## src/rtl/aes_pkg.sv

```systemverilog
// Shared definitions for the AES round-sequencing controller: state encoding,
// datapath strobe bundle and AES-128 geometry constants.
package aes_pkg;

   localparam int AES_NR      = 10;
   localparam int AES_BYTES   = 16;
   localparam int AES_MIX_CYC = 4;

   typedef enum logic [2:0] {
      IDLE,
      LOAD_KEY,
      LOAD_DATA,
      SUB,
      MIX,
      OUT
   } aes_state_e;

   // One datapath strobe per working phase; at most one is set at a time.
   typedef struct packed {
      logic ld_key;
      logic ld_data;
      logic sub_en;
      logic mix_en;
      logic out_en;
   } aes_strb_t;

   // Strobe pattern that belongs to a given phase.
   function automatic aes_strb_t strb_of(input aes_state_e s);
      aes_strb_t r;
      r = '0;
      case (s)
         LOAD_KEY:  r.ld_key  = 1'b1;
         LOAD_DATA: r.ld_data = 1'b1;
         SUB:       r.sub_en  = 1'b1;
         MIX:       r.mix_en  = 1'b1;
         OUT:       r.out_en  = 1'b1;
         default:   r = '0;
      endcase
      return r;
   endfunction

endpackage

```

## src/rtl/aes_byte_cnt.sv

```systemverilog
// Phase byte/column counter: counts 0..limit, wraps to 0 after the terminal
// count, and flags the terminal count so the FSM can change phase.
module aes_byte_cnt (
   input  logic       clk,
   input  logic       rst,
   input  logic       clear,
   input  logic       en,
   input  logic [3:0] limit,
   output logic [3:0] count,
   output logic       tc
);

   assign tc = (count == limit);

   // Count while enabled; clear wins over enable; wrap on terminal count.
   always_ff @(posedge clk or negedge rst) begin
      // NOTE: sequential state uses <= so every flop samples pre-edge values.
      if (!rst)
         count <= '0;
      else if (clear)
         count <= '0;
      else if (en)
         count <= tc ? 4'd0 : count + 4'd1;
   end

endmodule

```

## src/rtl/aes_ctrl.sv

```systemverilog
// AES-128 iterative datapath sequencer: key load, data load, NR rounds of
// SubBytes/ShiftRows/AddRoundKey with MixColumns between rounds, then output.
// Optional feature macro: AES_CTRL_KEY_REUSE_EN (start with keep_key=1 skips
// the key load once a key has been loaded since reset).
module aes_ctrl
   import aes_pkg::*;
#(
   parameter int NR      = AES_NR,
   parameter int MIX_CYC = AES_MIX_CYC
) (
   input  logic       clk,
   input  logic       rst,
   input  logic       start,
   input  logic       hold,
   input  logic       keep_key,
   output logic       ready,
   output logic       busy,
   output logic       ld_key,
   output logic       ld_data,
   output logic       sub_en,
   output logic       mix_en,
   output logic       out_en,
   output logic [3:0] byte_idx,
   output logic [3:0] round,
   output logic       last_round,
   output logic       done
);

   aes_state_e state_q;
   aes_strb_t  strb_q;
   logic [3:0] round_q;
   logic       ready_q;
   logic       last_q;
   logic       done_q;
   logic [3:0] cnt_limit;
   logic       cnt_tc;

`ifdef AES_CTRL_KEY_REUSE_EN
   logic       key_valid_q;
`else
   logic       unused_keep_key;
   assign unused_keep_key = keep_key;
`endif

   assign cnt_limit = (state_q == MIX) ? 4'(MIX_CYC - 1) : 4'(AES_BYTES - 1);

   aes_byte_cnt u_byte_cnt (
      .clk   (clk),
      .rst   (rst),
      .clear (state_q == IDLE),
      .en    (!hold && (state_q != IDLE)),
      .limit (cnt_limit),
      .count (byte_idx),
      .tc    (cnt_tc)
   );

   // Phase sequencing with registered strobes, round, ready, last_round and done.
   always_ff @(posedge clk or negedge rst) begin
      if (!rst) begin
         state_q     <= IDLE;
         strb_q      <= '0;
         round_q     <= '0;
         ready_q     <= 1'b1;
         last_q      <= 1'b0;
         done_q      <= 1'b0;
`ifdef AES_CTRL_KEY_REUSE_EN
         key_valid_q <= 1'b0;
`endif
      end else begin
         done_q <= 1'b0;
         if (!hold) begin
            case (state_q)
               IDLE: if (start) begin
                  ready_q <= 1'b0;
`ifdef AES_CTRL_KEY_REUSE_EN
                  if (keep_key && key_valid_q) begin
                     state_q <= LOAD_DATA;
                     strb_q  <= strb_of(LOAD_DATA);
                  end else begin
                     state_q <= LOAD_KEY;
                     strb_q  <= strb_of(LOAD_KEY);
                  end
`else
                  state_q <= LOAD_KEY;
                  strb_q  <= strb_of(LOAD_KEY);
`endif
               end
               LOAD_KEY: if (cnt_tc) begin
                  state_q     <= LOAD_DATA;
                  strb_q      <= strb_of(LOAD_DATA);
`ifdef AES_CTRL_KEY_REUSE_EN
                  key_valid_q <= 1'b1;
`endif
               end
               LOAD_DATA: if (cnt_tc) begin
                  state_q <= SUB;
                  strb_q  <= strb_of(SUB);
                  round_q <= 4'd1;
                  last_q  <= (NR == 1);
               end
               SUB: if (cnt_tc) begin
                  if (round_q < 4'(NR)) begin
                     state_q <= MIX;
                     strb_q  <= strb_of(MIX);
                  end else begin
                     state_q <= OUT;
                     strb_q  <= strb_of(OUT);
                  end
               end
               MIX: if (cnt_tc) begin
                  state_q <= SUB;
                  strb_q  <= strb_of(SUB);
                  round_q <= round_q + 4'd1;
                  last_q  <= ((round_q + 4'd1) == 4'(NR));
               end
               OUT: if (cnt_tc) begin
                  state_q <= IDLE;
                  strb_q  <= '0;
                  round_q <= '0;
                  last_q  <= 1'b0;
                  ready_q <= 1'b1;
                  done_q  <= 1'b1;
               end
               default: begin
                  state_q <= IDLE;
                  strb_q  <= '0;
                  ready_q <= 1'b1;
               end
            endcase
         end
      end
   end

   // A stalled cycle must not act on the datapath, so strobes drop with hold.
   assign ld_key     = strb_q.ld_key  & ~hold;
   assign ld_data    = strb_q.ld_data & ~hold;
   assign sub_en     = strb_q.sub_en  & ~hold;
   assign mix_en     = strb_q.mix_en  & ~hold;
   assign out_en     = strb_q.out_en  & ~hold;
   assign ready      = ready_q;
   assign busy       = ~ready_q;
   assign round      = round_q;
   assign last_round = last_q;
   assign done       = done_q;

endmodule
```

## config.mk

```make
export PLATFORM = sky130hd
export DESIGN_NAME = aes_ctrl
export DESIGN_NICKNAME = d
export VERILOG_FILES = /design/src/rtl/aes_pkg.sv /design/src/rtl/aes_byte_cnt.sv /design/src/rtl/aes_ctrl.sv
export SDC_FILE = /design/constraint.sdc
export NUM_CORES = 1
export LEC_CHECK = 0
export BUFFER_PORTS_ARGS = -buffer_cell sky130_fd_sc_hd__buf_2
export CAP_MARGIN = 20
export CORE_MARGIN = 2
export CORE_UTILIZATION = 30
export DETAILED_ROUTE_END_ITERATION = 12
export PLACE_DENSITY = 0.55
export RECOVER_POWER = 100
export REMOVE_ABC_BUFFERS = 1
export SYNTH_ARGS = -nofsm -noshare
export SYNTH_HDL_FRONTEND = slang
export SYNTH_SLANG_ARGS = --single-unit
```

## constraint.sdc

```tcl
create_clock -name clk -period 4.25 [get_ports clk]
set_clock_uncertainty 0.2 [all_clocks]
set_input_delay 0.2125 -clock clk [delete_from_list [all_inputs] [get_ports clk]]
set_output_delay 0.2125 -clock clk [all_outputs]
set_load 0.05 [all_outputs]
```

==> flow_summary.yaml <==
logic_synthesis:
  yosysSeqAreaShare_pct: 42.2
  synth-seq-cells: 19
  yosysTopAreaCell: "dfrtp_1"
  synth-main-ff-cell: "dfrtp_1"
  ys_top_cells_by_count: "dfrtp_1, nor2_1, nor2b_1"
  synth_cell_types: 39
  synthCells: 118
  synth-edff-count: 0
  netlist_area_um2: 1130
  ys_top_cells_by_area: "dfrtp_1, nor2b_1, mux2_2"
  synthArstFlopShare_pct: 100
  synth.most_common_cell: "dfrtp_1"
  yosysTopAreaCellShare_pct: 39.9
  ys_warn_count: 0
  syn_area_per_cell_um2: 9.57
finish:
  final_cell_area_um2: 1280
  layout-drive-gt1-share_pct: 8.70
  syn2layout_area_growth_pct: 13.1
  layout.nets: 147
  final_util_pct: 35.2
  n_antenna_cell: 0
flow_run:
  maxCapViolCount: 0
outcome:
  status: "completed"
pwr:
  powerDensity_nw_per_um2: 723
  peakVddDrop_mv: 0.239
  p_leak_uw: 0.000546
sta:
  period_share_pct: 58.4
  timing.fmax_mhz: 403
  rsz0062_at_grt: "no"
  period_needed_ps: 2480
  worstMarginPinSlew_ps: 1070
  layout_setup_ws_ps: 1770
  slew_violations: 0
  hold_violations: 0
  finalSetupViolCount: 0
  slew_headroom_pct: 28.7
  finalSetupTns_ps: 0
die:
  start_util_pct: 31.1
  core_area_um2: 3630
  die_height_um: 65.4
  die_width_um: 65.4
  pin_count: 22
  dieArea_um2: 4270
  rows: 22
cts:
  clk_latency_ps: 260
  cts_resized: 0
  numCtsBuffers: 3
  cts_tree: "built"
  cts_max_level: 1
  clk_path_buf_depth: 2
  root_buffer: "clkbuf_8"
  cts_sinks: 19
  path_clk_slew_ps: 80
  cts-hold-fix-buffers: 1
  post_cts_buffers: 0
setup_path:
  start_kind: "register"
  ff2ff_setup_slack_ps: 1770
  path_cells: "nor3_1 > a21oi_1 > nand3_1 > mux2_2"
  worstPathArrival_ps: 2440
  worst_setup_path_end_kind: "register"
  path_class: "reg2reg"
  cpMaxStageDelayCell: "nor3_1"
  r2r_cells: 4
  worstReg2RegEnd: "strb_q[2]"
  worst-path-buf-inv: 0
  cp_max_fo: 13
  cpLargestDelayFamily: "simple AND/OR/NAND/NOR gates"
  cpPeakStageDelay_ps: 750
  crit_required_ps: 4200
  r2r-start: "state_q[0]"
detailed_routing:
  drt_iter0_markers: 33
  drcViolationCount: 0
  vias: 948
  drtAntennaViolNets: 0
  drt_wl_total_um: 2500
  drt_pre_antenna_iters: 6
  viasPerCell: 5.10
  wl_per_cell_um: 13.5
global_route:
  antenna_found_initial: 0
  grt_pass1_vias: 924
  overflow: 0
  grt_start_max_net_pins: 20
  grt_pass1_wl_um: 4310
  grt_usage_pct: 12.7
placement:
  postPlaceCellArea_um2: 1270
  port_buffers: 20
  dp_slack_ps: 1880
  place_congestion: 0.802
  place_hpwl_um: 1830
hold_path:
  hold_end: "ready"
  hold_class: "in2reg"
  hp-start: "start"
  whs_path_depth: 4
-- cell type report --
| cell class | count | area, um2 |
|---|---|---|
| timing repair buffer | 21 | 87.6 |
| multi-input combinational | 87 | 581 |
| clock buffer | 3 | 41.3 |
| sequential | 19 | 477 |
| fill | 404 | 2360 |
| tap | 48 | 60.1 |
| clock inverter | 1 | 5.00 |
| inverter | 7 | 26.3 |
-- worst register-to-register path: stages, from the launching register on --
cell,delay (ps)
dfrtp_1,530
nor3_1,750
a21oi_1,230
nand3_1,290
mux2_2,370
-- worst max-delay path by stage --
| stage | startpoint | endpoint | slack (ps) | depth (start not counted) |
|---|---|---|---|---|
| final | state_q[0] | strb_q[2] | 1770 | 4 |
| after detailed placement | state_q[0] | strb_q[4] | 1880 | 4 |
| after CTS | state_q[0] | strb_q[0] | 1890 | 4 |
| after global routing | state_q[1] | strb_q[4] | 1530 | 4 |
| after global placement | state_q[0] | strb_q[4] | 1890 | 4 |
| after floorplan | u_byte_cnt.count[0] | last_round | 2120 | 4 |
-- cell usage in the layout, fill, tap and decap left out, types with 2 or more instances in the layout --
cell type	count
dfrtp_1	18
clkbuf_1	18
nor2_1	10
nor2b_1	8
inv_1	7
nor3_1	7
a21oi_1	7
nand2_1	6
o21ai_0	6
nand3_1	5
mux2_2	4
nand2b_1	3
mux2i_1	3
ha_1	3
clkbuf_8	3
mux2_1	2
o21a_1	2
a21o_1	2
o41ai_1	2
a41oi_1	2
buf_2	2
-- power by group --
| part | switching (uW) | internal (uW) |
|---|---|---|
| logic | 326 | 136 |
| registers | 87.2 | 243 |
| clock network | 66.2 | 65.3 |
| total | 480 | 444 |
-- kinds of logic (layout without fill, tap and decap cells) --
| kind of cell | count (synthesis) | in the layout | synth area share [%] |
|---|---|---|---|
| AOI/OAI and AO/OA | 30 | 30 | 18.6 |
| xor gates and xnor gates | 1 | 1 | 0.775 |
| adders and majority gates | 3 | 3 | 3.32 |
| buffers and inverters | 12 | 32 | 4.21 |
| DFF | 19 | 19 | 42.2 |
| muxes | 9 | 9 | 9.74 |
| and+or+nand+nor | 44 | 44 | 21.2 |
-- sequential cells by signal, indices dropped and copies added (netlist names) --
signal / flops
round: 4
state_q: 3
u_byte_cnt.count: 4
strb_q: 5
last_round: 1
done: 1
ready: 1
-- metrics by stage --
stage / cells / hold WS, ps / total power, uW
3_5_place_dp: 181 / -6.36 / 823
4_1_cts: 186 / 91.6 / 956
5_1_grt: 186 / 134 / 992
3_3_place_gp: 181 / -14.4 / 816
2_1_floorplan: 113 / -283 / 704
6_report: 186 / 85.2 / 924
-- metal layers --
layer  up-vias  part of all wire (%)  GRT usage, %
li1        466                     -             -
met1       458                    46          16.6
met2        20                    49          21.4
met3         4                   3.6          1.71
met4         0                   1.2          4.69
met5         -                     0             0
Note: power is estimated with default switching activity, not from simulation.
